**config.mk**
```make
export PLATFORM = sky130hd
export DESIGN_NAME = imm_extender_pipe
export DESIGN_NICKNAME = d
export VERILOG_FILES = /design/src/rtl/imm_extender_pipe.sv
export SDC_FILE = /design/constraint.sdc
export NUM_CORES = 1
export LEC_CHECK = 0
export ABC_CLOCK_PERIOD_IN_PS = 1960
export BUFFER_PORTS_ARGS = -buffer_cell sky130_fd_sc_hd__buf_2
export CAP_MARGIN = 20
export CORE_MARGIN = 2
export CORE_UTILIZATION = 30
export DETAILED_ROUTE_END_ITERATION = 12
export MAX_ROUTING_LAYER = met4
export SLEW_MARGIN = 20
export SYNTH_ARGS = -nofsm -noshare
export SYNTH_HDL_FRONTEND = slang
export SYNTH_SLANG_ARGS = --single-unit
```
**constraint.sdc**
```tcl
create_clock -name clk -period 1.96 [get_ports clk]
set_clock_uncertainty 0.2 [all_clocks]
set_input_delay 0.196 -clock clk [delete_from_list [all_inputs] [get_ports clk]]
set_output_delay 0.196 -clock clk [all_outputs]
set_load 0.1 [all_outputs]
```
**src/rtl/imm_extender_pipe.sv**
```systemverilog
// Pipelined RISC-V immediate extractor/extender with a two-entry skid buffer.
// One cycle latency, full throughput under back-pressure, tag and error sideband.
module imm_extender_pipe #(
  parameter int XLEN  = 32,
  parameter int TAG_W = 4
) (
  input  logic             clk,
  input  logic             rst_n,
  input  logic             flush,
  input  logic             in_valid,
  output logic             in_ready,
  input  logic [31:0]      in_instr,
  input  logic [3:0]       in_control,
  input  logic [TAG_W-1:0] in_tag,
  output logic             out_valid,
  input  logic             out_ready,
  output logic [XLEN-1:0]  out_imm,
  output logic [TAG_W-1:0] out_tag,
  output logic             out_err
);

  logic             w_s;
  logic [63:0]      w_full;
  logic [XLEN-1:0]  w_imm;
  logic             w_err;
  logic             w_acc;
  logic             w_xfer;
  logic             w_unused;

  logic [XLEN-1:0]  r_out_imm;
  logic [TAG_W-1:0] r_out_tag;
  logic             r_out_err;
  logic             r_out_vld;
  logic [XLEN-1:0]  r_sk_imm;
  logic [TAG_W-1:0] r_sk_tag;
  logic             r_sk_err;
  logic             r_sk_vld;

  assign w_s = in_instr[31];

  // Build a 64-bit result and narrow it; the RV32 view is the low half.
  always_comb begin
    w_full = '0;
    w_err  = 1'b0;
    case (in_control)
      4'b0000: w_full = {{52{w_s}}, in_instr[31:20]};
      4'b0001: w_full = {{52{w_s}}, in_instr[31:25], in_instr[11:7]};
      4'b0010: w_full = {{51{w_s}}, in_instr[31], in_instr[7],
                         in_instr[30:25], in_instr[11:8], 1'b0};
      4'b0011: w_full = {{43{w_s}}, in_instr[31], in_instr[19:12],
                         in_instr[20], in_instr[30:21], 1'b0};
      4'b0100: w_full = {{32{w_s}}, in_instr[31:12], 12'b0};
      4'b0101: w_full = {52'b0, in_instr[31:20]};
      4'b0110: w_full = (XLEN == 64) ? {58'b0, in_instr[25:20]}
                                     : {59'b0, in_instr[24:20]};
      4'b0111: w_full = {59'b0, in_instr[19:15]};
      default: begin
        w_full = '0;
        w_err  = 1'b1;
      end
    endcase
  end

  assign w_imm    = w_full[XLEN-1:0];
  assign w_unused = ^{in_instr[6:0], w_full};

  assign in_ready  = !r_sk_vld;
  assign out_valid = r_out_vld;
  assign out_imm   = r_out_imm;
  assign out_tag   = r_out_tag;
  assign out_err   = r_out_err;

  assign w_acc  = in_valid && !r_sk_vld;
  assign w_xfer = r_out_vld && out_ready;

  always_ff @(posedge clk) begin
    if (!rst_n || flush) begin
      r_out_imm <= '0;
      r_out_tag <= '0;
      r_out_err <= 1'b0;
      r_out_vld <= 1'b0;
      r_sk_imm  <= '0;
      r_sk_tag  <= '0;
      r_sk_err  <= 1'b0;
      r_sk_vld  <= 1'b0;
    end else if (r_sk_vld) begin
      if (w_xfer) begin
        r_out_imm <= r_sk_imm;
        r_out_tag <= r_sk_tag;
        r_out_err <= r_sk_err;
        r_sk_vld  <= 1'b0;
      end
    end else if (w_acc) begin
      if (!r_out_vld || w_xfer) begin
        r_out_imm <= w_imm;
        r_out_tag <= in_tag;
        r_out_err <= w_err;
        r_out_vld <= 1'b1;
      end else begin
        r_sk_imm  <= w_imm;
        r_sk_tag  <= in_tag;
        r_sk_err  <= w_err;
        r_sk_vld  <= 1'b1;
      end
    end else if (w_xfer) begin
      r_out_vld <= 1'b0;
    end
  end

endmodule

```
==> run metrics <==
critical path class in -> reg; leak pwr 1.93 nW; worst-skew pair later-pin latency 0.33 ns; first-pass GRT wire length 17800 um; pre-CTS WS 0.0794 ns; Seq/Total Area, Yosys 40.5%; DRT iter0 DRCs 422; row cnt 40; clk sink count 76; CTS HTree Levels 3; mux share of post-synthesis cell area 4.03%; DR DRC count 0; grt peak-use layer met2; Initial Utilization 31.0%; post-DP HPWL 7900 um; clock transition at the registers of the reported paths 0.06 ns; CP Launch Type input port; worst endpoint required time 1.98 ns; FFs w/ async S/R, synth 0%; GP Congestion 0.852; Max Freq 548 MHz; Peak VDD IR 0.564 mV; grt ovf 0; Post-synth top flop dfxtp_1; class of the worst hold path in -> reg; Chip Width 116 um; met2 GRT Util 26.3%; ranking of synthesized cells by area dfxtp_1 41%, o21ai_0 6.7%, a21oi_1 6.1%; post-synthesis xor/xnor area fraction 0.467%; most area-hungry cell type in the Yosys netlist dfxtp_1; crit path time final 1.82 ns; Max Transition Viols Final 0; most common cell after layout, fill and taps aside buf_2; fin crit share 93.1%; Port Buffer Count 76; worst-path fanout max 19; DP Cell Count 668; CTS Buf Count 9; # fillers 1274; CTS max path bufs 2; router iterations before antenna repair 5; RSZ-0062 raised after global routing no; worst-margin pin slew 0.774 ns; Post-layout nets 572; Syn Area/Cell 8.48 um^2; number of synthesized register bits 76; largest net degree at the start of global routing 45; Die Ht 116 um; drt wl/cell 16.1 um; run status finished, final reports clean; Non-Filler Instances 700; Post-Synth Simple-Gate Area 15.0%; root buf cell clkbuf_16; Distinct cells, synth 52; syn_nets 488; total track usage 17.3%; ANT cells 0; CTS tree done; via count 3718; Crit path arrival time 1.84 ns; post-synthesis compound-gate area fraction 33.1%; Power Density 820 mW/mm^2; postcts setup bufs 0; antenna viol nets, final 0; Tot Pwr 3.94 mW; mapped cell area 0.00375 mm^2; grt met1 use 23.4%; IO Pins 84; WL final 11300 um; Synth-to-Final Area Change 28.1%; Via density 5.31; vias in the first global route 3418; layout cells sized above 1 26.9%; EDFF count, synth 0; Die ar. 0.0134 mm^2; Rel. slew slack 48.2%; max cap viols 0; setup tns final 0 ns; Hold Vio Cnt, Final 0; Synth Area in Adders 0%; final setup violation count 0; area of the core 0.0121 mm^2; most frequent cells in the layout 76 x buf_2, 75 x dfxtp_1, 50 x o21ai_0; Synthesis Warnings 0; combinational family with the most area after synthesis compound AO/OA/AOI/OAI gates; antenna violations before repair 0; grt met3 use 3.87%; Gate Count Post-Synth 443; final worst slack 0.136 ns; Worst Setup End Kind flop; top cell type's share of synthesized area 40.5%
-- timing repair --
action | 4_1_cts | 5_1_grt
hold endpoints to repair | 22 | 0
resized for setup | 0 | 3
hold buffers | 16 | 0
endpoints found under the setup margin | 0 | 12
-- final timing paths --
check | start | end | slack (ns) | cells past startpoint
max reg2reg | r_sk_vld$_SDFF_PP0_ | out_imm[9]$_SDFFE_PP0P_ | 0.17 | 5
max | in_valid | r_sk_imm[29]$_SDFFE_PP0P_ | 0.14 | 8
min reg2reg | r_sk_imm[7]$_SDFFE_PP0P_ | r_sk_imm[7]$_SDFFE_PP0P_ | 0.25 | 2
min | in_control[3] | r_sk_err$_SDFFE_PP0P_ | 0.02 | 3
-- routing by layer --
| layer | vias to the layer above | share of wire [%] |
|---|---|---|
| li1 | 1800 | - |
| met1 | 1758 | 48 |
| met2 | 140 | 44 |
| met3 | 20 | 6.3 |
| met4 | 0 | 1.3 |
| met5 | - | 0 |
-- stage by stage --
stage / area (um^2) / util, % / hold slack (ns)
after floorplan: 3760 / - / 0.130
after global placement: 4340 / 35.8 / 0.237
after detailed placement: 4340 / 35.9 / 0.246
after CTS: 4800 / 39.6 / 0.00815
after global routing: 4810 / 39.7 / 0.0277
final: 4810 / 39.7 / 0.0185
-- cell type report --
type                       count  area [um^2]  share of cell area (%)
multi-input combinational    315         1990                    41.4
sequential                    76         1530                    31.7
timing repair buffer         118          761                    15.8
clock buffer                  11          233                    4.84
tap                          168          210                    4.37
clock inverter                 5         62.6                    1.30
inverter                       7         26.3                   0.546
-- flip-flops by register name, summed over array words and instances, names as in the netlist --
signal     count
out_tag        4
r_sk_imm      32
out_valid      1
out_err        1
r_sk_err       1
out_imm       32
r_sk_tag       4
r_sk_vld       1
-- worst max-delay path, stage by stage --
cell	delay (ns)
dlygate4sd3_1	0.54
buf_2	0.16
nand4bb_1	0.17
buf_4	0.28
nor2_1	0.09
buf_4	0.19
a22oi_1	0.16
nor2_1	0.05
-- cell families after synthesis --
| group | count (synthesis) |
|---|---|
| mux | 15 |
| xor+xnor | 2 |
| simple gates | 111 |
| flops | 76 |
| compound gates | 187 |
| buf+inv | 52 |
-- cell usage after synthesis (8+ instances only) --
library cell,instances
a221oi_1,9
buf_2,21
a21oi_1,46
clkbuf_1,16
nand2_1,26
dfxtp_1,76
nand3_1,15
nor2_1,36
o22a_1,8
mux2i_1,14
o21ai_2,8
o21ai_0,50
a32oi_1,8
a21o_1,12
a22oi_1,11
-- report_power, final --
group / total, mW / internal [mW] / leakage [nW] / switching (mW)
clock: 1.65 / 0.991 / 0.136 / 0.661
combinational: 0.700 / 0.213 / 1.18 / 0.487
sequential: 1.59 / 1.58 / 0.616 / 0.0173
Power figures use the tool's default switching activity.
